<file path="config.mk">
export PLATFORM = sky130hd
export DESIGN_NAME = mult_arbiter_2ch
export DESIGN_NICKNAME = d
export VERILOG_FILES = /design/src/rtl/mult_arb_pkg.sv /design/src/rtl/mult_arbiter_2ch_shift_add_core.sv /design/src/rtl/mult_arbiter_2ch.sv
export SDC_FILE = /design/constraint.sdc
export NUM_CORES = 1
export LEC_CHECK = 0
export ABC_CLOCK_PERIOD_IN_PS = 2720
export CAP_MARGIN = 25
export CORE_UTILIZATION = 45
export CTS_CLUSTER_SIZE = 30
export DETAILED_ROUTE_END_ITERATION = 12
export GPL_TIMING_DRIVEN = 0
export PLACE_DENSITY = 0.83
export SYNTH_ARGS = -nofsm -noshare
export SYNTH_HDL_FRONTEND = slang
export SYNTH_SLANG_ARGS = --single-unit
</file>
<file path="constraint.sdc">
create_clock -name clk -period 2.72 [get_ports clk]
set_input_delay 0.544 -clock clk [delete_from_list [all_inputs] [get_ports clk]]
set_output_delay 0.544 -clock clk [all_outputs]
set_load 0.03 [all_outputs]
</file>
<file path="src/rtl/mult_arb_pkg.sv">
// Shared definitions for the two-channel multiplier arbiter: FSM state
// encoding and the default operand width.
package mult_arb_pkg;

  localparam int DEFAULT_WIDTH = 4;

  typedef enum logic [1:0] {
    IDLE = 2'd0,
    CALC = 2'd1,
    DONE = 2'd2
  } state_e;

endpackage

</file>
<file path="src/rtl/mult_arbiter_2ch_shift_add_core.sv">
// Sequential shift-and-add multiplier datapath. The parent pulses load once
// to capture operands and clear the accumulator, then asserts step once per
// multiplier bit (LSB first). The product is exact in 2*WIDTH bits.
module shift_add_core
  import mult_arb_pkg::*;
#(
  parameter int WIDTH = DEFAULT_WIDTH
) (
  input  logic               clk,
  input  logic               n_rst,
  input  logic               load,
  input  logic               step,
  input  logic [WIDTH-1:0]   a,
  input  logic [WIDTH-1:0]   b,
  output logic [2*WIDTH-1:0] product
);

  logic [2*WIDTH-1:0] mcand_q, mcand_d;
  logic [2*WIDTH-1:0] acc_q, acc_d;
  logic [WIDTH-1:0]   mplier_q, mplier_d;

  // Next-state: load captures operands, step adds the shifted multiplicand for a set bit.
  always_comb begin
    mcand_d  = mcand_q;
    acc_d    = acc_q;
    mplier_d = mplier_q;
    if (load) begin
      mcand_d  = {{WIDTH{1'b0}}, a};
      mplier_d = b;
      acc_d    = '0;
    end else if (step) begin
      if (mplier_q[0]) begin
        acc_d = acc_q + mcand_q;
      end
      mcand_d  = mcand_q << 1;
      mplier_d = mplier_q >> 1;
    end
  end

  // Datapath registers; reset clears everything so the product reads zero.
  always_ff @(posedge clk or negedge n_rst) begin
    if (!n_rst) begin
      mcand_q  <= '0;
      acc_q    <= '0;
      mplier_q <= '0;
    end else begin
      mcand_q  <= mcand_d;
      acc_q    <= acc_d;
      mplier_q <= mplier_d;
    end
  end

  assign product = acc_q;

endmodule

</file>
<file path="src/rtl/mult_arbiter_2ch.sv">
// Two-requester round-robin arbiter in front of a single shift-add multiplier.
// One operation is in flight at a time: IDLE grants and loads, CALC steps the
// core for WIDTH cycles, DONE holds the product until the consumer takes it.
module mult_arbiter_2ch
  import mult_arb_pkg::*;
#(
  parameter int WIDTH = DEFAULT_WIDTH
) (
  input  logic               clk,
  input  logic               n_rst,
  input  logic               req0_valid,
  output logic               req0_ready,
  input  logic [WIDTH-1:0]   req0_a,
  input  logic [WIDTH-1:0]   req0_b,
  input  logic               req1_valid,
  output logic               req1_ready,
  input  logic [WIDTH-1:0]   req1_a,
  input  logic [WIDTH-1:0]   req1_b,
  output logic               rsp_valid,
  input  logic               rsp_ready,
  output logic               rsp_id,
  output logic [2*WIDTH-1:0] rsp_data,
  output logic               busy
);

  localparam int CNT_W = $clog2(WIDTH) + 1;
  localparam logic [CNT_W-1:0] LAST_BIT = CNT_W'(WIDTH - 1);

  state_e           state_q, state_d;
  logic [CNT_W-1:0] cnt_q, cnt_d;
  logic             last_grant_q, last_grant_d;
  logic             id_q, id_d;
  logic             grant;
  logic             accept;
  logic             load, step;
  logic [WIDTH-1:0] op_a, op_b;

  // Grant choice: a lone valid requester wins; on contention the one not served last wins.
  always_comb begin
    grant = 1'b0;
    if (req0_valid && req1_valid) begin
      grant = ~last_grant_q;
    end else if (req1_valid) begin
      grant = 1'b1;
    end
  end

  assign req0_ready = (state_q == IDLE) && req0_valid && !grant;
  assign req1_ready = (state_q == IDLE) && req1_valid && grant;
  assign accept     = req0_ready || req1_ready;
  assign op_a       = grant ? req1_a : req0_a;
  assign op_b       = grant ? req1_b : req0_b;

  // FSM next state and core sequencing; the counter wraps to zero when CALC ends.
  always_comb begin
    state_d      = state_q;
    cnt_d        = cnt_q;
    last_grant_d = last_grant_q;
    id_d         = id_q;
    load         = 1'b0;
    step         = 1'b0;
    case (state_q)
      IDLE: begin
        if (accept) begin
          load         = 1'b1;
          id_d         = grant;
          last_grant_d = grant;
          cnt_d        = '0;
          state_d      = CALC;
        end
      end
      CALC: begin
        step = 1'b1;
        if (cnt_q == LAST_BIT) begin
          cnt_d   = '0;
          state_d = DONE;
        end else begin
          cnt_d = cnt_q + CNT_W'(1);
        end
      end
      DONE: begin
        if (rsp_ready) begin
          state_d = IDLE;
        end
      end
      default: begin
        state_d = IDLE;
      end
    endcase
  end

  // State registers; last_grant resets to 1 so requester 0 wins the first contention.
  always_ff @(posedge clk or negedge n_rst) begin
    if (!n_rst) begin
      state_q      <= IDLE;
      cnt_q        <= '0;
      last_grant_q <= 1'b1;
      id_q         <= 1'b0;
    end else begin
      state_q      <= state_d;
      cnt_q        <= cnt_d;
      last_grant_q <= last_grant_d;
      id_q         <= id_d;
    end
  end

  shift_add_core #(
    .WIDTH(WIDTH)
  ) u_core (
    .clk    (clk),
    .n_rst  (n_rst),
    .load   (load),
    .step   (step),
    .a      (op_a),
    .b      (op_b),
    .product(rsp_data)
  );

  assign rsp_valid = (state_q == DONE);
  assign busy      = (state_q != IDLE);
  assign rsp_id    = id_q;

endmodule

</file>
==> Word level (Yosys, flattened, before mapping) <==
Cells that the tools add are included.
{ "word_totals": {"wordCells": 53, "out_inout_bits": 13, "inputBits": 21, "ff_bits": 27} }
{ "op_classes": {"bitwise": 1, "eq_ne": 6, "add_sub_neg": 2, "mux": 21, "n_reduce_logical": 16} }
{ "op_table": {"columns": ["cell", "n"], "rows": [
  ["$mux 8", 5],
  ["$mux 4", 4],
  ["$add 8x8->8", 1],
  ["$reduce_bool 2->1", 4],
  ["$mux 2", 3],
  ["$mux 3", 2],
  ["$pmux 2 s3", 1],
  ["$pmux 3 s2", 1],
  ["$reduce_and 2->1", 3],
  ["$logic_and 1x1->1", 5],
  ["$mux 1", 5],
  ["$ne 2x2->1 const B", 2],
  ["$add 3x1->3 const B", 1],
  ["$eq 3x2->1 const B", 1],
  ["$reduce_and 3->1", 1],
  ["$eq 2x1->1 const B", 1],
  ["$eq 2x2->1 const B", 1],
  ["$logic_not 2->1", 1],
  ["$ne 2x1->1 const B", 1],
  ["$logic_not 1->1", 1],
  ["$logic_or 1x1->1", 1],
  ["$not 1->1", 1]
]} }

==> Depth between registers and ports, before layout <==
Gate-level depths: netlist of run 1.
{ "depth": {"ltp_word": 9, "depth_mapped": 7, "depth_no_buf": 7} }

==> Hierarchy <==
A second synthesis of run 1 with hierarchy kept.
{ "unflattened": {"cells_unflattened": 167, "area_unflattened_um2": 1664.1} }
{ "modules_own_cells": {"columns": ["mod", "n_inst", "cells_each", "seq_area_each_um2", "area_per_inst_um2"], "rows": [
  ["shift_add_core", 1, 121, 500.5, 1176.1],
  ["mult_arbiter_2ch", 1, 46, 176.4, 488.0]
]} }

==> Worst setup path before layout of run 1 <==
No wires, ideal clock.
{ "synth_timing": {"kind": "flip-flop to flip-flop", "start": "reg u_core.acc_q[0] (netlist: u_core.product[0])", "end": "reg u_core.acc_q[6] (netlist: u_core.product[6])", "synth_period_minus_slack_ns": 2.021, "arrival_ns": 1.875, "stages_incl_launch_ff": 8, "setup_time_ns": 0.146, "path_slack_ns": 0.699, "cell_sequence": "dfrtp_1 > ha_1 > fa_1 > a21o_2 > a21oi_2 > o21ai_1 > mux2i_1 > o311ai_0"} }
{ "synth_between": {"elab_chain_len": 4} }
{ "synth_rtl": {"columns": ["item", "line", "text"], "rows": [
  ["from (decl)", "mult_arbiter_2ch_shift_add_core.sv:19", "logic [2*WIDTH-1:0] acc_q, acc_d;"],
  ["from (signal assigned)", "mult_arbiter_2ch_shift_add_core.sv:44", "acc_q <= '0;"],
  ["from (signal assigned)", "mult_arbiter_2ch_shift_add_core.sv:48", "acc_q <= acc_d;"],
  ["$add 8x8->8", "mult_arbiter_2ch_shift_add_core.sv:33", "acc_d = acc_q + mcand_q;"],
  ["$mux 8", "mult_arbiter_2ch_shift_add_core.sv:32", "if (mplier_q[0]) begin"],
  ["$mux 8", "mult_arbiter_2ch_shift_add_core.sv:31", "end else if (step) begin"],
  ["$mux 8", "mult_arbiter_2ch_shift_add_core.sv:27", "if (load) begin"]
]} }
No other way between the ends. The select of a mux whose other input is x is not followed.
A chain may end at the register's enable or synchronous reset.

==> Worst setup path in the final report of run 1 <==
{ "layout_timing": {"start": "in req1_valid", "end": "out req0_ready"} }
{ "layout_between": {"elab_chain_len": 4, "word_cells_on_any_way": 5, "cone_classes": "mux (2); reduce/logical (3)"} }
{ "layout_rtl": {"columns": ["item", "line", "text"], "rows": [
  ["from (decl)", "mult_arbiter_2ch.sv:15", "input logic req1_valid,"],
  ["$mux 1 / $logic_and 1x1->1 (equally long branches)", "mult_arbiter_2ch.sv:43, mult_arbiter_2ch.sv:41", null],
  ["$mux 1 *", "mult_arbiter_2ch.sv:41", "if (req0_valid && req1_valid) begin"],
  ["$logic_not 1->1 *", "mult_arbiter_2ch.sv:48", "assign req0_ready = (state_q == IDLE) && req0_valid && !grant;"],
  ["$logic_and 1x1->1 *", "mult_arbiter_2ch.sv:48", null],
  ["to (decl)", "mult_arbiter_2ch.sv:12", "output logic req0_ready,"]
]} }
Every way passes the cells marked *; elsewhere a longest branch is shown, timed or not.

==> flow_results.org, run 1 <==
** Status
- Run status :: completed

** Yosys
- In the synthesized netlist, mux cells make up 6.62% of the area.
- Summed over its instances, the top area cell type makes up 43.0% of the synthesized netlist area.
- Average cell area after synthesis :: 9.76 sq um
- The synthesized netlist devotes 19.7% of its cell area to compound gates.
- The synthesized netlist devotes 16.4% of its cell area to simple gates.
- When the netlist entered floorplanning its net count stood at 185.
- By area the synthesized netlist is led by sky130_fd_sc_hd__dfrtp_1 (43%), sky130_fd_sc_hd__ha_1 (6.6%), sky130_fd_sc_hd__mux2i_1 (6.6%), sky130_fd_sc_hd__nand2_1 (6.0%), sky130_fd_sc_hd__a21oi_1 (3.3%).
- For this run, the leading register cell type out of synthesis is sky130_fd_sc_hd__dfrtp_1.
- Main combinational cell family by area after synthesis :: compound AO/OA/AOI/OAI gates
- Synth warnings :: 0
- The cell area that synthesis handed to floorplanning was 1510 sq um.
- Of the synthesized area, sequential elements account for 44.7%.
- In this run, distinct cell masters in the synthesized netlist total 40.
- Of all flip-flops after synthesis, the portion carrying an async set or reset was 100%.
- Number of enable-type register cells in the synthesized netlist :: 0
- Cell type with the largest total area after synthesis :: sky130_fd_sc_hd__dfrtp_1
- Number of instances in the synthesized netlist :: 155
- Synthesis inferred 27 register bits.
- Post-Synth XOR/XNOR Area :: 1.74%
- Post-synthesis adder-cell area fraction :: 7.94%

** Clock tree
- Root buffer cell :: sky130_fd_sc_hd__clkbuf_4
- H-tree Lvls :: 1
- Reg clk slew, reported paths :: 140 ps
- Clock latency on the worst-skew pair, taken at its later pin, is 320 ps.
- In this run, post-CTS hold repair placed 0 buffers.
- CTS tree :: built
- After clock tree synthesis, the setup repair step added 0 buffers.
- Maximum count of clock buffers along a single path :: 2
- Inserted Clock Buffers :: 3
- Clock tree synthesis found a total of 27 sinks.

** Critical path
- Startpoint type of the worst setup path :: input port
- In this run the critical register-to-register path is launched from u_core.product[0]$_DFFE_PN0P_.
- Launching element of the worst setup path :: req1_valid
- The worst register-to-register path ends at u_core.product[6]$_DFFE_PN0P_.
- Kind of end point of the critical path :: primary output
- Data on the critical path arrives at its endpoint at 2020 ps.
- Of all nets on the critical path, the largest fanout is 10.
- Worst Path Class, Setup :: input port to primary output
- For the worst setup path, the data required time is 2180 ps.
- For flop-to-flop paths, the worst setup slack is 690 ps.
- Worst reg2reg path depth :: 7
- Following the worst setup path forward leads to its endpoint at req0_ready.

** Timing
- Count of final hold-check violations :: 0
- Based on the critical path, the design can be clocked at up to 390 MHz.
- At the pin with the least slew margin, the transition time is 563 ps.
- The worst path uses 94.3% of the clock period.
- Setup repair after global routing left no endpoint under its margin.
- Setup total negative slack on the finished layout was measured at 0 ps.
- Setup violations remaining at the end of the flow were counted as 0.
- The worst pin sits at a relative slew slack of 62.3%.
- Clock skew on the completed layout was measured at 4.16 ps.
- Pins over their slew limit :: 0
- The worst path in the final design needs a cycle of 2560 ps, including I/O delays and setup.

** Finish
- From synthesis to final layout, the design area changed by 28.6%.
- Counting the fill cells in the layout gives 266.
- 0 antenna diodes ended up in the layout.
- Cells with a size suffix above 1 make up 10.9% of the layout.
- Registers take 677 sq um.
- After the flow finishes, the layout carries non-filler instances totaling 237.
- Leaving out fill and tap cells, the most frequent cell in the layout is sky130_fd_sc_hd__clkdlybuf4s50_1.
- After the last flow step, the layout net total stands at 224.
- Leading cell types in the layout, fill and taps excluded :: sky130_fd_sc_hd__clkdlybuf4s50_1 (31), sky130_fd_sc_hd__dfrtp_1 (26), sky130_fd_sc_hd__nand2_1 (24), sky130_fd_sc_hd__mux2i_1 (10), sky130_fd_sc_hd__a21oi_1 (10)
- In the final layout, the multi-input gates occupy 792 sq um.

** Placement
- Count of port buffers added during placement :: 33
- Final Wtd Congestion :: 0.781
- Placed Cells incl. Taps :: 233
- Summed over all nets, the half-perimeter wirelength after detailed placement is 2.58 mm.

** Die
- The die covers 3600 sq um.
- Once the floorplan was initialized, standard cells occupied 48.4% of the core.
- From left edge to right edge, the die measures 60.0 um.
- Number of cell rows :: 20
- Core area :: 3130 sq um
- Die outline height :: 60.0 um
- Ports :: 34

** Power and ir drop
- Power density cells :: 1050 nW/um^2
- The worst-case IR drop observed on VDD is 0.000518 V.
- Overall power consumption after layout is estimated at 2.04 mW.
- P_leak :: 0.862 nW

** Global routing
- Largest net degree at the start of global routing :: 20
- The number of antenna violations at the first check in global routing came to 0.
- Via count of the first global-routing pass :: 1,265
- The total overflow left after global routing is 0.
- In the global route stage, overall resource usage came out at 20.7%.
- The first global-routing pass estimated 5.51 mm of wire.

** Detailed routing
- In the routed design, unresolved DRC markers number 0.
- Final routed wirelength across all metal layers :: 3.32 mm
- Dividing the detail-routed wire length by the instance count gives 14.0 um.
- Count of nets left with antenna violations after detail routing :: 0
- Using the TritonRoute via totals, the vias-per-cell ratio works out to 5.39.
- The first routing iteration left 35 violations.
- Count of vias placed by the detailed router :: 1,278
- Iteration count of the initial detailed-routing pass :: 4

** Hold path
- Path type of the worst min-delay path :: register to register

** Run
- Max-cap violations in this run came to 0.
sequential cells by signal, summed over array words and instances (netlist names):
signal / flops
u_core.mcand_q: 8
u_core.product: 8
u_core.mplier_q: 4
cnt_q: 3
state_q: 2
last_grant_q: 1
rsp_id: 1
how the worst min path moves through the flow:
stage | start | to | depth (start not counted)
after floorplan | n_rst | cnt_q[0]$_DFFE_PN0P_ | 0
after global placement | rsp_id$_DFFE_PN0P_ | rsp_id$_DFFE_PN0P_ | 1
after detailed placement | rsp_id$_DFFE_PN0P_ | rsp_id$_DFFE_PN0P_ | 1
after CTS | rsp_id$_DFFE_PN0P_ | rsp_id$_DFFE_PN0P_ | 1
after global routing | rsp_id$_DFFE_PN0P_ | rsp_id$_DFFE_PN0P_ | 1
final | rsp_id$_DFFE_PN0P_ | rsp_id$_DFFE_PN0P_ | 1
report_power, final:
part / switching [mW] / internal [mW] / leakage, nW
Sequential: 0.134 / 0.575 / 0.347
Clock: 0.118 / 0.0574 / 0.0150
Combinational: 0.685 / 0.473 / 0.500
Total: 0.937 / 1.10 / 0.862
cell families after synthesis:
logic type,Yosys count
AND/OR/NAND/NOR,53
flip-flops,27
adder cells (fa/ha/maj),9
buffers and inverters,9
AO/OA/AOI/OAI,44
multiplexers,10
XOR/XNOR,3
per-stage QoR:
step	hold WS (ps)	utilization, %	cell area [sq um]	setup WS [ps]
2_1_floorplan	248	-	1510	699
3_3_place_gp	466	60.7	1900	-222
3_5_place_dp	470	61.6	1930	-265
4_1_cts	506	62.4	1950	22.0
5_1_grt	531	62.2	1950	77.4
6_report	504	62.2	1950	155
what timing repair did:
item                       4_1_cts  5_1_grt
gates cloned                     0        0
setup endpoints to repair        2        1
pin swaps                        0        0
resized for setup                3        1
critical path: stages:
cell	delay (ps)
sky130_fd_sc_hd__clkdlybuf4s50_1	530
sky130_fd_sc_hd__a21boi_1	290
sky130_fd_sc_hd__buf_4	240
sky130_fd_sc_hd__nor2_1	60
sky130_fd_sc_hd__dlygate4sd2_1	350
cell type report:
class	instances	area share, %
Sequential cell	27	34.8
Buffer	6	1.67
Inverter	3	0.579
Timing Repair Buffer	34	18.1
Multi-Input combinational cell	119	40.7
Tap cell	44	2.83
Clock buffer	4	1.35
layer usage:
layer	track usage, %	part of all wire (%)	up-vias
met5	0	0	-
met4	7.64	0.97	0
met3	3.46	5.1	4
met2	35.4	50	51
met1	26.0	44	591
li1	-	-	632
synth_stat cells, types with 3 or more instances:
| library cell | number |
|---|---|
| sky130_fd_sc_hd__ha_1 | 8 |
| sky130_fd_sc_hd__a21o_2 | 3 |
| sky130_fd_sc_hd__a21oi_1 | 10 |
| sky130_fd_sc_hd__nand2_1 | 24 |
| sky130_fd_sc_hd__xnor2_1 | 3 |
| sky130_fd_sc_hd__nand2b_1 | 3 |
| sky130_fd_sc_hd__inv_1 | 3 |
| sky130_fd_sc_hd__mux2i_1 | 10 |
| sky130_fd_sc_hd__o21ai_1 | 3 |
| sky130_fd_sc_hd__nor2_1 | 9 |
| sky130_fd_sc_hd__nand3_1 | 5 |
| sky130_fd_sc_hd__a22oi_1 | 4 |
| sky130_fd_sc_hd__nor2b_1 | 3 |
| sky130_fd_sc_hd__a31oi_1 | 3 |
| sky130_fd_sc_hd__o21ai_0 | 8 |
| sky130_fd_sc_hd__dfrtp_1 | 26 |
Note: power is estimated with default switching activity, not from simulation.
==> run 2, diff against run 1 <==
--- a/config.mk
+++ b/config.mk
@@ -9,4 +9,5 @@
 export CAP_MARGIN = 25
 export CORE_UTILIZATION = 45
+export CTS_BUF_LIST = sky130_fd_sc_hd__clkbuf_8
 export CTS_CLUSTER_SIZE = 30
 export DETAILED_ROUTE_END_ITERATION = 12
==> constraint.sdc (replaced) <==
create_clock -name clk -period 2.72 [get_ports clk]
set_input_delay 0.544 -clock clk [delete_from_list [all_inputs] [get_ports clk]]
set_output_delay 0.544 -clock clk [all_outputs]
set_load 0.005 [all_outputs]
==> run 2 against run 1 <==
Fmax decreased by 3.3%. Combinational power decreased by 9%. Final cell count unchanged. Via count about the same. Cell area increased by 2.2%. Total power decreased by 2.2%. Global-route usage increased by 0.73 points. First-iteration DRC count decreased by 26%. Routed wire length increased by 2.2%.
==> flow_results.org, run 2 (synthesized netlist as in run 1, its figures left out) <==
** Critical path
- The number of cells on the worst reg-to-reg path is 7.
- Startpoint type of the worst setup path :: input port
- The critical path is of the input port to primary output type.
- On the critical path the largest part of the delay comes from buffers and inverters.
- The worst setup path is captured at a primary output.
- By instance count, the cell type seen most on the critical path is sky130_fd_sc_hd__clkdlybuf4s50_1.
- Along the worst path, the maximum fanout reaches 10.
- Data arrives at the worst endpoint at 2110 ps.
- For the worst setup path, the data required time is 2180 ps.
- Worst path bufs/invs :: 3
- In this design, the stage delay of the slowest critical-path cell is 520 ps.
- FF-to-FF End :: u_core.product[6]$_DFFE_PN0P_
- Source of the worst register-to-register timing path :: u_core.product[0]$_DFFE_PN0P_
- Slowest stage cell, crit path :: sky130_fd_sc_hd__clkdlybuf4s50_1
- Across all register-to-register paths, the minimum setup slack is 690 ps.
- Critical Path, Cell by Cell :: clkdlybuf4s50_1 > a21boi_4 > buf_6 > and2_1 > clkdlybuf4s50_1

** Timing
- Pins over their slew limit :: 0
- Setup repair after global routing missed its margin :: no
- Hold is met by 489 ps.
- For the pin with the worst max-slew slack, the measured transition is 530 ps.
- Slew Limit Headroom :: 64.5%
- In the finished design, the share of the clock period the worst path needs comes to 97.5%.
- Min cycle time layout :: 2650 ps
- Maximum operating frequency :: 377 MHz
- Across the routed clock network, the largest skew measured is 3.90 ps.
- Setup violations remaining at the end of the flow were counted as 0.
- The final number of hold-violating endpoints is 0.
- Setup_tns :: 0 ps

** Clock tree
- H-tree Lvls :: 1
- Number of hold buffers added after CTS :: 0
- Later-pin clock latency in the skew report :: 280 ps
- TritonCTS created 3 clock buffers.
- Clock tree sinks :: 27
- In this run the clock root is driven by a sky130_fd_sc_hd__clkbuf_8.
- Maximum count of clock buffers along a single path :: 2
- Number of buffers inserted by post-CTS setup repair :: 0
- After clock tree synthesis, the clock-pin slew on the worst setup and hold paths is 90 ps.
- TritonCTS built the clock tree.

** Die
- Core area :: 3130 sq um
- Die outline area :: 3600 sq um
- The floorplan step set the die width to 60.0 um.
- The die is 60.0 um tall.
- Starting density of the core :: 48.4%
- During I/O placement, the number of pins put on the boundary was 34.
- Number of cell rows :: 20

** Hold path
- The worst hold path begins at rsp_id$_DFFE_PN0P_.
- Hold endpoint :: rsp_id$_DFFE_PN0P_
- The tightest min-delay check is of the register to register type.
- Counting instances, the worst hold path has a depth of 1.

** Finish
- Antenna Cells :: 0
- Post-route cell area :: 1990 sq um
- Fill cells :: 259
- Final-stage net count :: 224
- Leading cell types in the layout, fill and taps excluded :: sky130_fd_sc_hd__clkdlybuf4s50_1 (32), sky130_fd_sc_hd__dfrtp_1 (26), sky130_fd_sc_hd__nand2_1 (24), sky130_fd_sc_hd__mux2i_1 (10), sky130_fd_sc_hd__a21oi_1 (10)
- Leaving out fill and tap cells, the most frequent cell in the layout is sky130_fd_sc_hd__clkdlybuf4s50_1.
- Share of cells above drive strength 1 :: 10.9%
- From synthesis to final layout, the design area changed by 31.4%.

** Detailed routing
- After detailed routing, the average wire length per cell comes to 14.3 um.
- Initial DRC Count :: 26
- Vias per Instance :: 5.40
- Count of vias placed by the detailed router :: 1,279
- Iteration count of the initial detailed-routing pass :: 4
- The detail route stage leaves a number of antenna-violating nets equal to 0.
- After detailed routing, the number of remaining DRC violations is 0.
- The routed design has 3.39 mm of wire.

** Global routing
- After global routing the overflow that remains totals 0.
- Global routing used 21.4% of the available tracks.
- Wire length of the first global-routing pass :: 5.59 mm
- Antenna violations before repair :: 0
- Entering global routing, the biggest net connects 20 pins.
- Via count of the first global-routing pass :: 1,267

** Placement
- After detailed placement, the total cell area comes to 1930 sq um.
- Count of port buffers added during placement :: 33
- Final Wtd Congestion :: 0.781
- Post-DP HPWL :: 2.58 mm

** Power and ir drop
- Cell-internal power :: 1.16 mW
- Worst supply voltage drop on vdd :: 0.000476 V
- Dividing total power by cell area gives a power density of 1000 nW/um^2.
- The analysis attributes to net switching a power of 0.837 mW.
- Post-layout power :: 2.00 mW
- Comb power frac :: 52.6%
- Switching share of total power :: 41.9%
- Registers are responsible for 35.8% of the overall power.
- For this design the static power due to leakage is 0.884 nW.
- Share of total power in the clock network :: 11.5%

** Run
- Across the run, the number of max-cap violations was 0.

** Status
- Run status :: completed
## run 2: worst reg2reg max path: stages (launching register included)
cell                       delay [ps]
sky130_fd_sc_hd__dfrtp_1          400
sky130_fd_sc_hd__ha_1             240
sky130_fd_sc_hd__fa_1             420
sky130_fd_sc_hd__a21o_2           240
sky130_fd_sc_hd__a21oi_2          160
sky130_fd_sc_hd__o21ai_1          120
sky130_fd_sc_hd__mux2i_1          170
sky130_fd_sc_hd__o311ai_0         140
## run 2: through the flow
step | worst slack, ps | utilization (%) | std cells
finish | 67.7 | 63.6 | 237
floorplan | 844 | - | 155
detailed placement | -95.2 | 61.6 | 233
CTS | 21.1 | 63.5 | 237
global route | 2.93 | 63.6 | 237
global placement | -52.2 | 60.7 | 232
## run 2: worst max-delay path by stage
stage	startpoint	end	depth (start not counted)	slack (ps)
after floorplan	u_core.product[0]$_DFFE_PN0P_	u_core.product[6]$_DFFE_PN0P_	7	840
after global placement	req1_valid	req1_ready	5	-50
after detailed placement	req1_valid	req1_ready	5	-100
after CTS	req1_valid	req1_ready	5	20
after global routing	req0_valid	req1_ready	5	3
final	req0_valid	req1_ready	5	70
## run 2: area by class of cell
class / instances / area (sq um) / share of cell area (%)
clock buffer: 3 / 41.3 / 2.08
multi-input combinational: 119 / 803 / 40.4
buffer: 6 / 36.3 / 1.83
clock inverter: 1 / 3.75 / 0.189
timing repair buffer: 34 / 360 / 18.1
inverter: 3 / 11.3 / 0.566
tap: 44 / 55.1 / 2.77
sequential: 27 / 677 / 34.0
## run 2: power by group through the flow
stage / Sequential [mW] / Clock (mW) / Combinational, mW
2_1_floorplan: 0.689 / 0 / 0.712
3_3_place_gp: 0.703 / 0 / 0.979
3_5_place_dp: 0.716 / 0 / 1.04
4_1_cts: 0.713 / 0.235 / 1.05
5_1_grt: 0.736 / 0.247 / 1.17
6_report: 0.715 / 0.230 / 1.05
## run 2: metal layers
metal | global-route usage (%) | wire (um) | vias up | part of all wire [%]
met3 | 2.60 | 151 | 7 | 4.5
met4 | 12.6 | 85 | 0 | 2.5
li1 | - | - | 628 | -
met5 | 0 | 0 | - | 0
met2 | 35.6 | 1690 | 42 | 50
met1 | 26.6 | 1460 | 602 | 43
## run 2: what timing repair did
action / 4_1_cts / 5_1_grt
pin swaps: 0 / 0
endpoints found under the setup margin: 1 / 1
gates resized for setup: 3 / 1
==> RTL change 1, RTL diff (config.mk and constraints of run 1) <==
Reset style: synchronous (`n_rst`), changed in 2 clocked blocks.
--- a/src/rtl/mult_arbiter_2ch_shift_add_core.sv
+++ b/src/rtl/mult_arbiter_2ch_shift_add_core.sv
@@ -40,3 +40,3 @@
   // Datapath registers; reset clears everything so the product reads zero.
-  always_ff @(posedge clk or negedge n_rst) begin
+  always_ff @(posedge clk) begin
     if (!n_rst) begin
--- a/src/rtl/mult_arbiter_2ch.sv
+++ b/src/rtl/mult_arbiter_2ch.sv
@@ -92,3 +92,3 @@
   // State registers; last_grant resets to 1 so requester 0 wins the first contention.
-  always_ff @(posedge clk or negedge n_rst) begin
+  always_ff @(posedge clk) begin
     if (!n_rst) begin
Function: differs if n_rst is asserted again (counterexample within 4 cycles, from zero or initial values and one cycle with n_rst low); with n_rst held inactive, the same outputs for 10 cycles.
==> RTL change 1 against run 1 <==
Area after synthesis decreased by 1.5%. Sequential cell count did not move. Count of clock-buffer cells in the layout is 1 lower. Design area fell by 2.1%. Routed wire length fell by 5.9%. Setup slack got worse by 79 ps.
Power is not compared: it rests on default switching activity, and its combinational part moved more than twofold at a synthesized area within 25%.
==> RTL change 1: results (changes against run 1) <==
| Metric | Value |
|---|---|
| Status | `complete, no violations (unchanged)` |
| Critical path arrival | `2100 ps (was 2020 ps)` |
| Count of cell types in the netlist | `42 (was 40)` |
| Global Route met3 Usage | `2.18% (was 3.46%)` |
| Gpl congestion | `0.810 (was 0.781)` |
| Post-DP HPWL | `2390 um (was 2580 um)` |
| Hold path depth | `2 (was 1)` |
| GRT met1 Usage | `24.3% (was 26.0%)` |
| Layout cells sized above 1 | `6.48% (was 10.9%)` |
| Async S/R FF share, synth | `0% (was 100%)` |
| Largest net degree at the start of global routing | `17 (was 20)` |
| Count leader, synth | `nand2_1 (was dfrtp_1)` |
| Worst hold path endpoint | `cnt_q[2] (was rsp_id)` |
| Place WS | `-303 ps (was -265 ps)` |
| Synth top area cells | `dfxtp_1 (36%), nand2_1 (7.8%), ha_1 (6.7%), mux2i_1 (5.4%), a21oi_1 (4.0%) (was dfrtp_1 (43%), ha_1 (6.6%), mux2i_1 (6.6%), nand2_1 (6.0%), a21oi_1 (3.3%))` |
| HP Class | `register to register (unchanged)` |
| Global-route wire length before repair | `5060 um (was 5510 um)` |
| Final hold slack | `448 ps (was 504 ps)` |
| R2R depth | `8 (was 7)` |
| Ys flop type | `dfxtp_1 (was dfrtp_1)` |
| FF-to-FF Start | `u_core.product[0] (unchanged)` |
| Global routing usage on met2 | `32.1% (was 35.4%)` |
| Critical Path Sink | `req1_ready (was req0_ready)` |
| Fin crit share | `97.2% (was 94.3%)` |
| WL final | `3120 um (was 3320 um)` |
| Headroom to the max-slew limit | `70.1% (was 62.3%)` |
| Reg-to-reg slack, setup | `660 ps (was 690 ps)` |
| DRT iter0 DRCs | `21 (was 35)` |
| DR WL/cell | `12.0 um (was 14.0 um)` |
| Worst Clk Skew | `8.54 ps (was 4.16 ps)` |
| Tot GR Track Use | `18.8% (was 20.7%)` |
| Origin of the worst min-delay path | `cnt_q[2] (was rsp_id)` |
| Synth cell count leaders | `nand2_1 (31), dfxtp_1 (27), nor2_1 (13), a21oi_1 (12) (was dfrtp_1 (26), nand2_1 (24), a21oi_1 (10), mux2i_1 (10), nor2_1 (9))` |
| Fill cells | `292 (was 266)` |
| Placed insts | `256 (was 233)` |
[RTL change 1: cell types whose count changed after synthesis, sizes merged, moves of 5 or more]
| cell | run 1 | this run |
|---|---|---|
| nor2b | 3 | 8 |
| dfrtp | 26 | 0 |
| nand2 | 25 | 32 |
| o211ai | 0 | 5 |
| dfxtp | 0 | 27 |
| o21ai | 12 | 6 |
[RTL change 1: layout make-up]
type                    count  area (um^2)  share of cell area (%)
plain buffers               8         51.3                    2.69
clock buffers               3         22.5                    1.18
clock inverters             1         7.51                   0.394
inverters                   5         18.8                   0.986
multi-input cells         139          880                    46.2
flip-flops and latches     27          541                    28.4
well taps                  44         55.1                    2.89
repair buffers             33          329                    17.3
[RTL change 1: where the power goes]
| group | switching, W | internal, W | total, W |
|---|---|---|---|
| Clock | 0.000122 | 0.0000563 | 0.000178 |
| Sequential | 0.0000137 | 0.000415 | 0.000428 |
| Combinational | 0.0000924 | 0.0000837 | 0.000176 |
| Total | 0.000228 | 0.000555 | 0.000783 |
[RTL change 1: stage by stage]
step	TNS [ps]	utilization (%)
final	0	61.4
after global routing	0	61.4
after CTS	0	61.3
after detailed placement	-419	60.4
after global placement	-381	60.4
after floorplan	0	-
[RTL change 1: logic make-up (layout without fill, tap and decap cells)]
family / after synthesis / count (layout) / synth area share [%]
XOR/XNOR: 2 / 2 / 1.18
flip-flops: 27 / 27 / 36.3
multiplexers: 8 / 8 / 5.37
buffers and inverters: 13 / 50 / 4.70
AND/OR/NAND/NOR: 78 / 78 / 25.3
adder cells (fa/ha/maj): 9 / 9 / 8.06
AO/OA/AOI/OAI: 42 / 42 / 19.1
[RTL change 1: metal layers]
metal | vias to the layer above | share of wire, %
met5 | - | 0
met4 | 0 | 0.83
met3 | 2 | 2.9
met2 | 22 | 46
met1 | 596 | 50
li1 | 703 | -
==> RTL change 2, RTL diff (config.mk and constraints of run 1) <==
Without the edit above. Change the package constant `DEFAULT_WIDTH` from 4 to 16.
--- a/src/rtl/mult_arb_pkg.sv
+++ b/src/rtl/mult_arb_pkg.sv
@@ -4,3 +4,3 @@
 
-  localparam int DEFAULT_WIDTH = 4;
+  localparam int DEFAULT_WIDTH = 16;
 
Ports: changed (5 resized); port bits go from 34 to 106. No check against the original RTL was run, so the function may have changed too.
==> RTL change 2 against run 1 <==
The flow now finishes with violations (negative setup slack). Sequential cell count increased by 62. Routed wire length increased to 4.7 times the old value. Sequential power increased to 3.5 times the old value. Area after synthesis increased to 3.8 times the old value. Setup slack got worse by 240 ps. Non-clock buffer count increased by 115. Worst hold slack got worse by 350 ps. Design area increased to 3.8 times the old value. Critical endpoint is now u_core.product[26]. Power increased to 4.7 times the old value. Critical path type is now register to register. Utilization decreased by 1.2 points.
==> RTL change 2: results (changes against run 1) <==
| Metric | Value |
|---|---|
| DR WL/cell | `16.7 um (was 14.0 um)` |
| Fill cells | `1049 (was 266)` |
| Ys flop type | `dfrtp_1 (unchanged)` |
| Clock slew at the register clock pins of the worst setup and hold paths | `70 ps (was 140 ps)` |
| Syn nets | `747 (was 185)` |
| Async S/R FF share, synth | `100% (unchanged)` |
| Pleak | `3.23 nW (was 0.862 nW)` |
| DR vias | `5401 (was 1278)` |
| Critical path arrival | `3030 ps (was 2020 ps)` |
| Nets | `871 (was 224)` |
| Gpl congestion | `0.874 (was 0.781)` |
| Synth cell count leaders | `nand2_1 (115), dfrtp_1 (88), o21ai_0 (55), a21oi_1 (44), ha_1 (32) (was dfrtp_1 (26), nand2_1 (24), a21oi_1 (10), mux2i_1 (10), nor2_1 (9))` |
| Critical-path top delay cell | `a2111oi_4 (was clkdlybuf4s50_1)` |
| Worst-margin pin slew | `737 ps (was 563 ps)` |
| Sequential share of the synthesized area | `38.9% (was 44.7%)` |
| H-tree depth | `3 (was 1)` |
| Global-route wire length before repair | `25600 um (was 5510 um)` |
| Yosys warns | `0 (unchanged)` |
| VDD IR max | `0.000533 V (was 0.000518 V)` |
| Delay-heaviest family, CP | `compound AO/OA/AOI/OAI gates (was buffers and inverters)` |
| Setup WS post-layout | `-84.4 ps (was 155 ps)` |
| Clk root buf | `clkbuf_16 (was clkbuf_4)` |
| Largest net degree at the start of global routing | `57 (was 20)` |
| Final setup fails | `3 (was 0)` |
| Count of cell types in the netlist | `66 (was 40)` |
| DRT iter0 DRCs | `333 (was 35)` |
| Critical R2R Capture | `u_core.product[26] (was u_core.product[6])` |
| HP Class | `input port to asynchronous set/reset pin (was register to register)` |
| Initial antenna violation count | `0 (unchanged)` |
| Synth top area cells | `dfrtp_1 (38%), nand2_1 (7.5%), ha_1 (7.0%), o21ai_0 (4.8%), a21oi_1 (3.8%) (was dfrtp_1 (43%), ha_1 (6.6%), mux2i_1 (6.6%), nand2_1 (6.0%), a21oi_1 (3.3%))` |
| Switching power | `0.00453 W (was 0.000937 W)` |
| Largest stage delay on the critical path | `440 ps (was 530 ps)` |
| Deepest clock path buffer count | `2 (unchanged)` |
| Failing checks | `negative setup slack` |
| Port Buffer Count | `104 (was 33)` |
| Worst-path fanout max | `3 (was 10)` |
| Worst Clk Skew | `8.32 ps (was 4.16 ps)` |
| Status | `finished, violations left (was complete, no violations)` |
| Tot GR Track Use | `25.1% (was 20.7%)` |
| TritonCTS Buffers | `9 (was 3)` |
| TritonRoute pass-1 iters | `5 (was 4)` |
| Final hold slack | `150 ps (was 504 ps)` |
| R2R depth | `10 (was 7)` |
| Vias in the first global route | `5288 (was 1265)` |
| Layout cells sized above 1 | `8.91% (was 10.9%)` |
| Worst skew pair latency | `350 ps (was 320 ps)` |
| Post-DP HPWL | `12000 um (was 2580 um)` |
| Diode count | `0 (unchanged)` |
| Crit path launch | `u_core.mcand_q[0] (was req1_valid)` |
RTL change 2: metrics by stage:
step | cells | area [um^2] | util, % | setup WS [ps] | TNS, ps
after floorplan | 645 | 5730 | - | 16.8 | 0
after global placement | 917 | 6980 | 57.2 | -2290 | -176850
after detailed placement | 918 | 7010 | 57.4 | -774 | -2880
after CTS | 937 | 7380 | 60.4 | -99.6 | -179
after global routing | 942 | 7450 | 61.0 | -154 | -466
final | 942 | 7450 | 61.0 | -84.4 | -179
RTL change 2: layout make-up:
cell class | instances | area [um^2] | share of cell area, %
Buffer | 42 | 211 | 2.84
Clock buffer | 11 | 243 | 3.26
Clock inverter | 5 | 62.6 | 0.840
Inverter | 8 | 30.0 | 0.403
Multi-Input combinational cell | 506 | 3340 | 44.8
Sequential cell | 89 | 2230 | 29.9
Tap cell | 168 | 210 | 2.82
Timing Repair Buffer | 113 | 1120 | 15.1
RTL change 2: logic make-up after synthesis:
kind of cell | count (synthesis) | synth area share, %
compound gates | 218 | 25.6
simple gates | 213 | 17.4
flops | 89 | 38.9
buf+inv | 50 | 3.98
fa+ha+maj | 33 | 7.34
xor+xnor | 25 | 3.82
mux | 17 | 2.97
RTL change 2: power by group through the flow:
stage | registers [W] | logic [W] | clock network [W]
5_1_grt | 0.00254 | 0.00634 | 0.00136
3_3_place_gp | 0.00244 | 0.00538 | 0
4_1_cts | 0.00246 | 0.00565 | 0.00130
3_5_place_dp | 0.00248 | 0.00555 | 0
2_1_floorplan | 0.00269 | 0.00365 | 0
6_report | 0.00248 | 0.00575 | 0.00129
RTL change 2: how the worst max path moves through the flow:
stage / cells past startpoint / slack (ps) / end
2_1_floorplan: 10 / 20 / u_core.product[24]
3_3_place_gp: 1 / -2290 / u_core.product[0]
3_5_place_dp: 6 / -770 / req0_ready
4_1_cts: 10 / -100 / u_core.product[30]
5_1_grt: 10 / -150 / u_core.product[26]
6_report: 10 / -80 / u_core.product[26]
RTL change 2: metal layers:
metal | share of wire, % | GRT usage [%] | vias to the layer above | wire [um]
li1 | - | - | 2590 | -
met5 | 0 | 0 | - | 0
met4 | 1.7 | 8.57 | 0 | 263
met3 | 5.7 | 3.95 | 21 | 895
met2 | 49 | 43.1 | 200 | 7680
met1 | 44 | 32.3 | 2590 | 6850
RTL change 2: repair_timing:
item,4_1_cts,5_1_grt
setup endpoints to repair,14,8
pin swaps,12,11
setup buffers,3,5
cloned,0,0
gates resized for setup,14,8
